===== src/rtl/m_ifetch.sv =====
// Instruction fetch: single-outstanding Wishbone reader feeding a 2-entry {word,pc} prefetch FIFO.
// Latency: ACK in cycle n -> word at head in cycle n+1; zero-wait memory sustains 1 word / 2 cycles.
// Backpressure: no new request is issued while the FIFO is full; a redirect flushes it and drops in-flight data.
module m_ifetch #(
    parameter logic [31:0] RESETPC = 32'h0000_0000
) (
    input  logic        clk,
    input  logic        rst_n,
    input  logic        redirect,
    input  logic [31:0] redirect_pc,
    input  logic        ins_take,
    output logic        ins_valid,
    output logic [31:0] INSTR_D,
    output logic [31:0] ins_pc,
    output logic        CYC_O,
    output logic        STB_O,
    output logic [31:0] ADR_O,
    input  logic [31:0] DAT_I,
    input  logic        ACK_I
);

    typedef enum logic [1:0] {
        S_IDLE    = 2'd0,
        S_REQ     = 2'd1,
        S_DISCARD = 2'd2
    } state_t;

    state_t      state, state_nxt;
    logic [31:0] fpc, fpc_nxt;
    logic [31:0] adr;
    logic        stb;
    logic [1:0]  count, count_nxt;
    logic        rd_ptr;
    logic        wr_ptr;
    logic [31:0] word_q [2];
    logic [31:0] pc_q   [2];
    logic        push, pop;
    logic [31:0] rpc;

    assign rpc    = redirect_pc & 32'hFFFF_FFFC;
    assign pop    = ins_take && (count != 2'd0);
    // Redirect wins over a simultaneous ACK: that data belongs to the old stream.
    assign push   = (state == S_REQ) && ACK_I && !redirect;
    assign wr_ptr = rd_ptr ^ count[0];

    always_comb begin
        count_nxt = count;
        state_nxt = state;
        fpc_nxt   = fpc;
        if (redirect)
            count_nxt = 2'd0;
        else
            count_nxt = count + {1'b0, push} - {1'b0, pop};

        case (state)
            S_IDLE: begin
                if (redirect) begin
                    fpc_nxt   = rpc;
                    state_nxt = S_REQ;
                end else if (count != 2'd2) begin
                    state_nxt = S_REQ;
                end
            end
            S_REQ: begin
                if (redirect) begin
                    fpc_nxt   = rpc;
                    state_nxt = ACK_I ? S_REQ : S_DISCARD;
                end else if (ACK_I) begin
                    fpc_nxt   = fpc + 32'd4;
                    state_nxt = (count_nxt != 2'd2) ? S_REQ : S_IDLE;
                end
            end
            S_DISCARD: begin
                if (redirect)
                    fpc_nxt = rpc;
                if (ACK_I)
                    state_nxt = S_REQ;
            end
            default: state_nxt = S_IDLE;
        endcase
    end

    always_ff @(posedge clk or negedge rst_n) begin
        if (!rst_n) begin
            state     <= S_IDLE;
            fpc       <= RESETPC;
            adr       <= RESETPC;
            stb       <= 1'b0;
            count     <= 2'd0;
            rd_ptr    <= 1'b0;
            word_q[0] <= 32'd0;
            word_q[1] <= 32'd0;
            pc_q[0]   <= RESETPC;
            pc_q[1]   <= RESETPC;
        end else begin
            state <= state_nxt;
            fpc   <= fpc_nxt;
            count <= count_nxt;
            stb   <= (state_nxt != S_IDLE);
            // DISCARD keeps the old address on the bus until its ACK arrives.
            if (state_nxt == S_REQ)
                adr <= fpc_nxt;
            if (push) begin
                word_q[wr_ptr] <= DAT_I;
                pc_q[wr_ptr]   <= fpc;
            end
            if (!redirect && pop)
                rd_ptr <= ~rd_ptr;
        end
    end

    assign ins_valid = (count != 2'd0);
    assign INSTR_D   = ins_valid ? word_q[rd_ptr] : 32'd0;
    assign ins_pc    = pc_q[rd_ptr];
    assign CYC_O     = stb;
    assign STB_O     = stb;
    assign ADR_O     = adr;

endmodule


===== config.mk =====
export PLATFORM = sky130hd
export DESIGN_NAME = m_ifetch
export DESIGN_NICKNAME = d
export VERILOG_FILES = /design/src/rtl/m_ifetch.sv
export SDC_FILE = /design/constraint.sdc
export NUM_CORES = 1
export LEC_CHECK = 0
export ABC_AREA = 0
export CAP_MARGIN = 30
export CORE_ASPECT_RATIO = 1.1
export CORE_MARGIN = 1.5
export CORE_UTILIZATION = 55
export CTS_CLUSTER_DIAMETER = 50
export DETAILED_ROUTE_END_ITERATION = 10
export DONT_BUFFER_PORTS = 1
export GPL_ROUTABILITY_DRIVEN = 0
export PLACE_DENSITY = 0.7
export SYNTH_ARGS = -nofsm -noshare
export SYNTH_HDL_FRONTEND = slang
export SYNTH_SLANG_ARGS = --single-unit

===== constraint.sdc =====
create_clock -name clk -period 6.3 [get_ports clk]
set_input_delay 1.26 -clock clk [delete_from_list [all_inputs] [get_ports clk]]
set_output_delay 1.26 -clock clk [all_outputs]
set_load 0.01 [all_outputs]

==> Word-level counts from Yosys, hierarchy flattened <==
Cells that the tools add are included.
{ "word_totals": {"input_bits": 69, "wordCells": 59, "output_inout_bits": 99, "regBits": 198} }
{ "classes": {"n_addsub": 3, "n_eq_ne": 5, "magnitude_cmp": 3, "bitwise_logic": 4, "reduce_logical": 10, "n_mux": 24} }
{ "op_table": {"columns": ["cell", "n"], "rows": [
  ["two-way mux 32 bit", 11],
  ["bitwise mux 64 bit", 2],
  ["case mux 32 bit (2 select lines)", 1],
  ["adder 32 x 3 -> 32 bit (second input constant)", 1],
  ["demux 32 bit (select 1 bit)", 1],
  ["two-way mux 2 bit", 7],
  ["case mux 2 bit (3 select lines)", 1],
  ["logical AND 1 bit", 5],
  ["== test 2 x 1 -> 1 bit (second input constant)", 2],
  ["greater-or-equal comparator 2 bit (second input constant)", 2],
  ["!= test 2 bit (second input constant)", 2],
  ["NOT 1 -> 2 bit", 2],
  ["nonzero test 2 bit", 2],
  ["adder 2 x 1 -> 2 bit", 1],
  ["== test 2 bit (second input constant)", 1],
  ["logical NOT 2 bit", 1],
  ["< comparator 2 x 1 -> 1 bit (second input constant)", 1],
  ["OR reduction 2 bit", 1],
  ["subtractor 2 x 1 -> 2 bit", 1],
  ["logical NOT 1 bit", 1],
  ["two-way mux 1 bit", 1],
  ["NOT 1 bit", 1],
  ["bitwise XOR 1 bit", 1]
]} }

==> Logic depth before layout (Yosys ltp) <==
Gate-level depths: netlist of run 1.
{ "depth": {"depth_word": 12, "ltp_mapped": 11} }

==> Least setup slack after synthesis of run 1 <==
No wires, ideal clock.
{ "synth_path": {"kind": "input to register", "from": "in redirect", "to": "reg adr[25], in the netlist ADR_O[25]", "slack_ns": 2.870, "arrival_time_ns": 3.303, "cell_stages": 11, "setup_ns": 0.128, "required_ns": 6.172, "cell_sequence": "nor3b_1 -> nand2_1 -> ha_1 -> inv_1 -> ha_1 -> xnor3_1 -> nor4b_1 -> o31a_1 -> inv_2 -> buf_2 -> mux2_1"} }
{ "synth_via": {"elab_chain_cells": 11, "elab_cells_between_ends": 15, "cone_classes": "add/sub (2); eq/ne (2); mux (9); reduce/logical (2)"} }
{ "synth_rtl": {"columns": ["item", "line_no", "rtl"], "rows": [
  ["start: declaration", "9", "input logic redirect,"],
  ["logical NOT 1 bit", "43", "assign push = (state == S_REQ) && ACK_I && !redirect;"],
  ["logical AND 1 bit", "43", null],
  ["adder 2 x 1 -> 2 bit", "53", "count_nxt = count + {1'b0, push} - {1'b0, pop};"],
  ["subtractor 2 x 1 -> 2 bit", "53", null],
  ["two-way mux 2 bit", "50", "if (redirect)"],
  ["!= test 2 bit", "70", "state_nxt = (count_nxt != 2'd2) ? S_REQ : S_IDLE;"],
  ["two-way mux 1 bit", "70", null],
  ["two-way mux 2 bit", "68", "end else if (ACK_I) begin"],
  ["two-way mux 2 bit", "65", "if (redirect) begin"],
  ["case mux 2 bit (3 select lines)", "55", "case (state)"],
  ["== test 2 x 1 -> 1 bit", "101", "if (state_nxt == S_REQ)"],
  ["end signal: assignment", "102", "adr <= fpc_nxt;"],
  ["end: declaration", "30", "logic [31:0] adr;"]
]} }
Several ways; a longest one is shown, not always the timed one.
A chain may end at the register's enable or synchronous reset.

==> Worst setup path in the final report of run 1 <==
{ "layout_path": {"from": "in redirect", "to": "reg adr[6], in the netlist ADR_O[6]"} }
The elaborated chain is that of the path after synthesis.

==> metrics.yaml, run 1 <==
status:
  result_of_the_run: "complete, no violations"
logic_synthesis:
  netlist_instances: 829
  syn-num-nets: 901
  synth_seq_cells: 198
  post_synthesis_mean_instance_area_um2: 11.8
  total_of_warnings_raised_by_yosys: 0
  commonest_cells_in_the_netlist: "198 x sky130_fd_sc_hd__dfrtp_1, 189 x sky130_fd_sc_hd__mux2_2, 61 x sky130_fd_sc_hd__nor2_1"
  synthTopCellsByArea: "sky130_fd_sc_hd__dfrtp_1 51%, sky130_fd_sc_hd__mux2_2 22%, sky130_fd_sc_hd__mux2i_1 4.1%"
  seq_area_frac_synth: 0.506
  synth.most_common_cell: "sky130_fd_sc_hd__dfrtp_1"
  yosys.cell_types.count: 65
  number_of_enable_flip_flop_cells_after_synthesis: 0
  synth_area_leader_cell: "sky130_fd_sc_hd__dfrtp_1"
  synth-async-reset-ratio: 1.00
  synth_top_area_frac: 0.506
  synthFlopType: "sky130_fd_sc_hd__dfrtp_1"
  mappedNetlistArea_um2: 9790
worst_hold_path:
  worstHoldEndpoint: "pc_q[31]"
  timing.hold.worst_path_depth: 2
  worst_hold_startpoint: "pc_q[31]"
  hold_path_class: "flop to flop"
floorplanning:
  die_area_um2: 18600
  floorplan.io_pins: 168
  floorplan.die.width_um: 130
  row_cnt: 50
  placeableCoreArea_um2: 17200
  chipHeight_um: 143
  initial_core_util: 0.569
grt:
  grt_max_degree: 199
  globalRoute.totalOverflow: 0
  overall_routing_resource_usage: 0.251
  via_count_of_the_first_global_routing_pass: 6702
  grt_first_pass_wirelength_mm: 35.4
  antenna_found_initial: 2
power:
  p_clk_frac: 0.209
  cellLeakagePower_nw: 4.50
  total_power_mw: 5.52
  power.switching_fraction: 0.360
  power_frac_seq: 0.432
  pwr_density_cell_nw_per_um2: 524
  net_switching_power_figure_mw: 1.99
  share_comb_of_total_power: 0.359
  max-vdd-ir-drop_v: 0.000227
  cellInternalPower_mw: 3.53
layout:
  layout.area.seq_um2: 4960
  final_net_count: 860
  multi_input_area_um2: 4500
  final_layout_size_suffix_gt1_frac: 0.305
  num-fill-cells: 1381
  area_growth_syn_to_layout_pct: 7.55
  final_core_utilization: 0.612
routing:
  firstDrtPassIters: 6
  finalWirelength_mm: 23.0
  num_vias: 6624
  initialDrtViolationCount: 688
  detail_route.vias_per_cell: 6.39
  remaining_drc_errors: 0
  final_antenna_net_count: 0
  drt-wirelength-per-cell_um: 22.2
timing:
  final_max_slew_viol_count: 0
  fin_crit_ns: 3.47
  clock.fmax_mhz: 289
  rsz_0062_raised_after_global_routing: "no"
  clock-skew-final_ns: 0.00926
  timing.final.setup_violations: 0
  slew_headroom: 0.401
  accumulated_negative_setup_slack_ns: 0
  finalHoldWorstSlack_ns: 0.481
  fin_crit_sh: 0.550
  worstMarginPinSlew_ns: 0.898
  finalHoldViolations: 0
setup_path:
  r2r-end: "ADR_O[6]"
  cp_max_fo: 69
  timing.setup.critical_path_class: "input port to flop"
  arrival_time_at_the_worst_endpoint_ns: 3.77
  cp-end-kind: "flop"
  critical_path.startpoint_type: "input port"
  r2r.worst_path.cells: 11
  cp.required_ns: 6.61
  register_to_register_setup_slack_ns: 2.99
  critical_path.reg2reg.startpoint: "count[0]"
cts:
  ctsResizeCount: 0
  cts_root_buf: "sky130_fd_sc_hd__clkbuf_16"
  cts_num_sinks: 198
  clk_pin_slew_worst_paths_ns: 0.06
  clock_latency_ns: 0.43
  holdBufCountCts: 0
  cts_made_buffers: 17
  cts.path.max_buffers: 2
  cts_max_level: 4
  cts_tree: "done"
  cts.repair_timing.setup_buffer_count: 0
place:
  place.port_buffers: 0
  dp.final_hpwl_mm: 14.9
run:
  maxCapViolations: 0
layer usage:
layer  part of all wire  GRT usage
met5                  0          0
met2               0.50      0.408
met3              0.083     0.0768
met1               0.40      0.313
met4              0.024      0.101
sequential cells by signal (all words and copies together), names as in the netlist:
signal and flops:
state 2, CYC_O 1, ADR_O 32, count 2, fpc 32, pc_q 64
rd_ptr 1, word_q 64
worst max-delay path: stages:
cell and delay (ns):
sky130_fd_sc_hd__nor3b_1 0.23, sky130_fd_sc_hd__nand2_1 0.11, sky130_fd_sc_hd__ha_1 0.28, sky130_fd_sc_hd__inv_1 0.04
sky130_fd_sc_hd__ha_1 0.18, sky130_fd_sc_hd__xnor3_1 0.24, sky130_fd_sc_hd__nor4b_1 0.06, sky130_fd_sc_hd__o31a_1 0.33
sky130_fd_sc_hd__inv_2 0.60, sky130_fd_sc_hd__mux2_2 0.42
power groups by stage:
| stage | sequential, mW | clock (mW) | combinational (mW) |
|---|---|---|---|
| floorplan | 2.17 | 0 | 1.73 |
| global placement | 2.43 | 0 | 1.80 |
| detailed placement | 2.40 | 0 | 1.98 |
| CTS | 2.38 | 1.18 | 1.99 |
| global route | 2.47 | 1.23 | 2.14 |
| finish | 2.39 | 1.15 | 1.98 |
cell type report:
type | instances | share of cell area
diodes | 2 | 0.000475
clock buffers | 21 | 0.0437
clock inverters | 10 | 0.0160
inverters | 14 | 0.00499
multi-input cells | 550 | 0.427
flip-flops and latches | 198 | 0.471
well taps | 234 | 0.0278
repair buffers | 7 | 0.00879
kinds of logic (layout without fill, tap and decap cells):
logic type                 after synthesis  count (layout)  share of synthesized area
other                                    0               2                          0
adders and majority gates                3               3                    0.00383
muxes                                  232             232                      0.262
AOI/OAI and AO/OA                      119             119                     0.0854
and+or+nand+nor                        193             193                      0.103
xor gates and xnor gates                 3               3                    0.00409
DFF                                    198             198                      0.506
buffers and inverters                   81              52                     0.0359
per-stage QoR:
step / cells / cell area [um2] / setup slack [ns]
floorplan: 829 / 9790 / 2.87
global placement: 1001 / 9840 / 2.50
detailed placement: 1003 / 9900 / 2.43
CTS: 1034 / 10500 / 2.87
global route: 1035 / 10500 / 2.69
finish: 1036 / 10500 / 2.83
worst max path at each step:
| stage | startpoint | endpoint | slack [ns] |
|---|---|---|---|
| 2_1_floorplan | redirect | ADR_O[25] | 2.87 |
| 3_3_place_gp | redirect | ADR_O[8] | 2.50 |
| 3_5_place_dp | redirect | ADR_O[26] | 2.43 |
| 4_1_cts | redirect | ADR_O[6] | 2.87 |
| 5_1_grt | redirect | ADR_O[6] | 2.69 |
| 6_report | redirect | ADR_O[6] | 2.83 |
cell usage in the layout, fill, tap and decap left out, drive strengths merged, types with 7 or more instances in the layout:
cell type | netlist | routed
mux2i | 40 | 40
mux2 | 192 | 192
nor3 | 13 | 13
nand4 | 12 | 12
inv | 13 | 15
o22ai | 10 | 10
o21ai | 29 | 29
buf | 43 | 7
clkbuf | 24 | 21
dfrtp | 198 | 198
nand2 | 42 | 42
nor2 | 61 | 61
nand3 | 15 | 15
a311oi | 7 | 7
and3 | 8 | 8
o32a | 9 | 9
a21oi | 20 | 20
(Power assumes the default switching activity.)
==> run 2, diff against run 1 <==
--- a/config.mk
+++ b/config.mk
@@ -14,7 +14,7 @@
 export DETAILED_ROUTE_END_ITERATION = 10
 export DONT_BUFFER_PORTS = 1
 export GPL_ROUTABILITY_DRIVEN = 0
-export PLACE_DENSITY = 0.7
+export PLACE_DENSITY = 0.73
 export SYNTH_ARGS = -nofsm -noshare
 export SYNTH_HDL_FRONTEND = slang
 export SYNTH_SLANG_ARGS = --single-unit
==> constraint.sdc (replaced) <==
create_clock -name clk -period 2.93 [get_ports clk]
set_input_delay 0.586 -clock clk [delete_from_list [all_inputs] [get_ports clk]]
set_output_delay 0.586 -clock clk [all_outputs]
set_load 0.01 [all_outputs]
==> metrics.yaml, run 2 (synthesis results as in run 1) <==
timing:
  slew_headroom: 0.510
  fin_crit_sh: 0.899
  final_max_slew_viol_count: 0
  fin_crit_ns: 2.63
  finalHoldWorstSlack_ns: -0.151
  timing.final.setup_violations: 0
  finalHoldViolations: 198
  rsz_0062_raised_after_global_routing: "no"
  accumulated_negative_setup_slack_ns: 0
  worstMarginPinSlew_ns: 0.730
  clock.fmax_mhz: 380
  clock-skew-final_ns: 0.0204
power:
  total_power_mw: 11.7
  net_switching_power_figure_mw: 4.27
  p_clk_frac: 0.196
  share_comb_of_total_power: 0.363
  power.switching_fraction: 0.364
  cellInternalPower_mw: 7.47
  max-vdd-ir-drop_v: 0.000510
  cellLeakagePower_nw: 4.51
  pwr_density_cell_nw_per_um2: 1120
  power_frac_seq: 0.441
layout:
  multi_input_area_um2: 4500
  area_growth_syn_to_layout_pct: 7.39
  layout.cells.most_common_list: "197 x sky130_fd_sc_hd__dfrtp_1, 189 x sky130_fd_sc_hd__mux2_2, 60 x sky130_fd_sc_hd__nor2_1"
  final_layout_size_suffix_gt1_frac: 0.309
  layoutNonFillerInstCount: 1040
  final_net_count: 866
  num-fill-cells: 1366
  mostFrequentLayoutCell: "sky130_fd_sc_hd__dfrtp_1"
  layout_top_registers: "pc_q (64), word_q (64)"
  layout.area.seq_um2: 4960
floorplanning:
  floorplan.io_pins: 168
  row_cnt: 50
  placeableCoreArea_um2: 17200
  floorplan.die.width_um: 130
  chipHeight_um: 143
  initial_core_util: 0.569
  die_area_um2: 18600
cts:
  cts_made_buffers: 17
  cts_tree: "done"
  cts_root_buf: "sky130_fd_sc_hd__clkbuf_16"
  ctsResizeCount: 0
  clock_latency_ns: 0.44
  cts_num_sinks: 198
  clk_pin_slew_worst_paths_ns: 0.07
  cts.path.max_buffers: 2
  cts_max_level: 4
routing:
  remaining_drc_errors: 0
  detail_route.vias_per_cell: 6.38
  drt-wirelength-per-cell_um: 22.2
  firstDrtPassIters: 7
  num_vias: 6631
  final_antenna_net_count: 0
  finalWirelength_mm: 23.0
  initialDrtViolationCount: 642
status:
  failed_checks: "negative hold slack"
  result_of_the_run: "finished, violations left"
setup_path:
  cp_max_fo: 32
  cp-end-kind: "flop"
  timing.setup.critical_path_class: "flop to flop"
  critical_path.startpoint_type: "flop"
  cp.required_ns: 3.24
  arrival_time_at_the_worst_endpoint_ns: 2.95
place:
  dp.final_hpwl_mm: 15.3
  numPlacedInstances: 1009
  place.port_buffers: 0
grt:
  globalRoute.totalOverflow: 0
  overall_routing_resource_usage: 0.254
  antenna_found_initial: 1
  grt_first_pass_wirelength_mm: 35.9
  grt_max_degree: 199
  via_count_of_the_first_global_routing_pass: 6790
run:
  maxCapViolations: 0
worst_hold_path:
  hold_path_class: "input port to async pin"
==> run 2: final cells by class <==
class	instances	area share
Antenna cell	1	0.000238
Clock buffer	22	0.0451
Clock inverter	8	0.00940
Inverter	14	0.00500
Multi-Input combinational cell	550	0.428
Sequential cell	198	0.472
Tap cell	234	0.0278
Timing Repair Buffer	13	0.0129
==> run 2: worst max-delay path, stage by stage (launching register included) <==
cell	delay (ns)
sky130_fd_sc_hd__dfrtp_1	0.38
sky130_fd_sc_hd__nor3b_1	0.28
sky130_fd_sc_hd__nand2_1	0.12
sky130_fd_sc_hd__ha_1	0.29
sky130_fd_sc_hd__inv_1	0.04
sky130_fd_sc_hd__ha_1	0.17
sky130_fd_sc_hd__xnor3_1	0.23
sky130_fd_sc_hd__nor4b_1	0.06
sky130_fd_sc_hd__o31a_1	0.29
sky130_fd_sc_hd__inv_2	0.08
sky130_fd_sc_hd__buf_12	0.22
sky130_fd_sc_hd__mux2_2	0.36
==> run 2: timing repair <==
item,CTS,global route
hold endpoints to repair,198,198
setup endpoints to repair,0,0
buffers inserted,0,0
==> run 2: worst paths after layout <==
kind                       slack, ns   endpoint  cells past startpoint      from
max                             0.30  ADR_O[15]                     11  state[1]
min                            -0.15   pc_q[43]                      0     rst_n
max reg2reg                     0.30  ADR_O[15]                     11  state[1]
min reg2reg                     0.47   pc_q[38]                      2  pc_q[38]
max in group asynchronous       2.83     fpc[8]                      0     rst_n
min in group clk                0.22   state[1]                      1     ACK_I
==> run 2: per-stage QoR <==
step | hold WS (ns) | setup WS [ns] | cell area (um2) | utilization
3_5_place_dp | 0.297 | 0.0820 | 9940 | 0.578
3_3_place_gp | 0.299 | 0.143 | 9940 | 0.578
2_1_floorplan | 0.290 | 0.174 | 9790 | -
4_1_cts | -0.169 | 0.277 | 10500 | 0.611
5_1_grt | -0.172 | 0.0755 | 10500 | 0.611
6_report | -0.151 | 0.296 | 10500 | 0.611
==> run 2: per-layer routing <==
layer	global-route usage	vias to the layer above	routed length (um)	share of wire
li1	-	2958	-	-
met1	0.309	3310	8910	0.39
met2	0.420	308	11500	0.50
met3	0.0742	55	2030	0.088
met4	0.106	0	608	0.026
met5	0	-	0	0
==> run 2: power by group through the flow <==
stage | combinational [mW] | clock (mW) | sequential (mW)
floorplan | 3.73 | 0 | 4.67
global placement | 4.08 | 0 | 5.09
finish | 4.26 | 2.30 | 5.18
global route | 4.62 | 2.45 | 5.35
CTS | 4.28 | 2.34 | 5.17
detailed placement | 4.26 | 0 | 5.22
==> run 3, diff against run 2 <==
--- a/config.mk
+++ b/config.mk
@@ -15,6 +15,7 @@
 export DONT_BUFFER_PORTS = 1
 export GPL_ROUTABILITY_DRIVEN = 0
 export PLACE_DENSITY = 0.73
+export REMOVE_ABC_BUFFERS = 1
 export SYNTH_ARGS = -nofsm -noshare
 export SYNTH_HDL_FRONTEND = slang
 export SYNTH_SLANG_ARGS = --single-unit
==> metrics.yaml, run 3 (synthesis results as in run 1) <==
place:
  place.port_buffers: 0
  numPlacedInstances: 1009
  dp.final_hpwl_mm: 14.9
  place_worst_setup_slack_ns: -0.00989
cts:
  cts_max_level: 4
  cts_tree: "done"
  clock_latency_ns: 0.43
  cts.path.max_buffers: 2
  cts_root_buf: "sky130_fd_sc_hd__clkbuf_16"
  cts.repair_timing.setup_buffer_count: 0
  cts_num_sinks: 198
  clk_pin_slew_worst_paths_ns: 0.06
  cts_made_buffers: 17
  ctsResizeCount: 0
routing:
  detail_route.vias_per_cell: 6.31
  remaining_drc_errors: 0
  drt-wirelength-per-cell_um: 21.5
  num_vias: 6557
  finalWirelength_mm: 22.4
  firstDrtPassIters: 5
  final_antenna_net_count: 0
  initialDrtViolationCount: 412
layout:
  layout.area.seq_um2: 4960
  layout.cells.most_common_list: "197 x sky130_fd_sc_hd__dfrtp_1, 189 x sky130_fd_sc_hd__mux2_2, 60 x sky130_fd_sc_hd__nor2_1"
  final_net_count: 866
  layoutNonFillerInstCount: 1039
  multi_input_area_um2: 4500
  area_growth_syn_to_layout_pct: 7.91
  num-fill-cells: 1343
  final_layout_size_suffix_gt1_frac: 0.307
  layout_top_registers: "pc_q (64), word_q (64)"
  mostFrequentLayoutCell: "sky130_fd_sc_hd__dfrtp_1"
grt:
  grt_first_pass_wirelength_mm: 35.0
  antenna_found_initial: 1
  grt_max_degree: 199
  overall_routing_resource_usage: 0.245
  via_count_of_the_first_global_routing_pass: 6636
  globalRoute.totalOverflow: 0
power:
  cellInternalPower_mw: 7.63
  net_switching_power_figure_mw: 4.20
  share_comb_of_total_power: 0.365
  pwr_density_cell_nw_per_um2: 1120
  power.switching_fraction: 0.355
  max-vdd-ir-drop_v: 0.000511
  cellLeakagePower_nw: 4.53
  power_frac_seq: 0.430
  p_clk_frac: 0.205
timing:
  accumulated_negative_setup_slack_ns: 0
  clock-skew-final_ns: 0.0139
  fin_crit_sh: 0.929
  fin_crit_ns: 2.72
  finalHoldViolations: 198
  post-route-worst-setup-slack_ns: 0.209
  final_max_slew_viol_count: 0
  clock.fmax_mhz: 368
  worstMarginPinSlew_ns: 0.801
  rsz_0062_raised_after_global_routing: "no"
  timing.final.setup_violations: 0
  slew_headroom: 0.462
  finalHoldWorstSlack_ns: -0.144
setup_path:
  r2r-end: "ADR_O[28]"
  critical_path.reg2reg.startpoint: "state[1]"
  cp-end-kind: "flop"
  arrival_time_at_the_worst_endpoint_ns: 3.03
  worstSetupStartpoint: "state[1]"
  r2r.worst_path.cells: 11
  register_to_register_setup_slack_ns: 0.21
  destination_of_the_critical_timing_path: "ADR_O[28]"
  cp_slowest_stage_delay_ns: 0.37
  path_common_cell: "sky130_fd_sc_hd__ha_1"
  crit_path_cell_trace: "nor3b_1, nand2_1, ha_1, inv_1, ha_1, xnor3_1, nor4b_1, o31a_1, inv_2, buf_4, mux2_1"
  timing.setup.critical_path_class: "flop to flop"
  critical_path.startpoint_type: "flop"
  critical_path.slowest_cell: "sky130_fd_sc_hd__dfrtp_1"
  cp.required_ns: 3.24
  cp_max_fo: 10
floorplanning:
  chipHeight_um: 143
  placeableCoreArea_um2: 17200
  initial_core_util: 0.569
  die_area_um2: 18600
  floorplan.io_pins: 168
  row_cnt: 50
  floorplan.die.width_um: 130
worst_hold_path:
  hold_path_class: "input port to async pin"
run:
  maxCapViolations: 0
status:
  failed_checks: "negative hold slack"
  result_of_the_run: "finished, violations left"
run 3: changes by cell type in the layout (fill, tap and decap cells not counted), sizes merged:
| cell | delta |
|---|---|
| clkinv | -3 |
| clkinvlp | -1 |
| inv | +1 |
| bufinv | +2 |
run 3: layer usage:
layer,part of all wire,up-vias,wire length [um],GRT usage
met1,0.40,3283,8990,0.302
met5,0,-,0,0
met4,0.020,0,454,0.0883
met2,0.49,281,11000,0.406
li1,-,2957,-,-
met3,0.087,36,1940,0.0761
run 3: power groups by stage:
stage                     logic [mW]  registers [mW]  clock network, mW
after floorplan                 3.30            4.98                  0
after CTS                       4.37            5.09               2.46
after detailed placement        4.34            5.13                  0
after global placement          4.17            5.02                  0
final                           4.32            5.09               2.42
after global routing            4.71            5.27               2.58
run 3: critical path, delay by kind of cell, from the launching register on:
family	cells	cell delay, ns
and+or+nand+nor	3	0.64
muxes	1	0.31
DFF	1	0.37
buffers and inverters	3	0.33
AOI/OAI and AO/OA	1	0.27
xor gates and xnor gates	1	0.23
adders and majority gates	2	0.45
run 3: layout make-up:
cell class | instances | area share
multi-input combinational | 550 | 0.426
antenna | 1 | 0.000237
tap | 234 | 0.0277
inverter | 14 | 0.00497
clock buffer | 22 | 0.0439
sequential | 198 | 0.469
clock inverter | 7 | 0.0137
timing repair buffer | 13 | 0.0140
run 3: worst min path at each step:
stage / from / to / slack, ns
3_5_place_dp: rst_n / word_q[38] / 0.30
5_1_grt: rst_n / word_q[6] / -0.18
3_3_place_gp: rst_n / word_q[6] / 0.30
4_1_cts: rst_n / word_q[7] / -0.16
6_report: rst_n / word_q[6] / -0.14
2_1_floorplan: rst_n / ADR_O[0] / 0.29
run 3: through the flow:
| step | utilization | instance area [um2] | total power [mW] | hold WS, ns |
|---|---|---|---|---|
| finish | 0.614 | 10600 | 11.8 | -0.144 |
| detailed placement | 0.579 | 9950 | 9.47 | 0.295 |
| global placement | 0.579 | 9950 | 9.19 | 0.295 |
| floorplan | - | 9490 | 8.28 | 0.290 |
| CTS | 0.614 | 10600 | 11.9 | -0.160 |
| global route | 0.614 | 10600 | 12.6 | -0.176 |
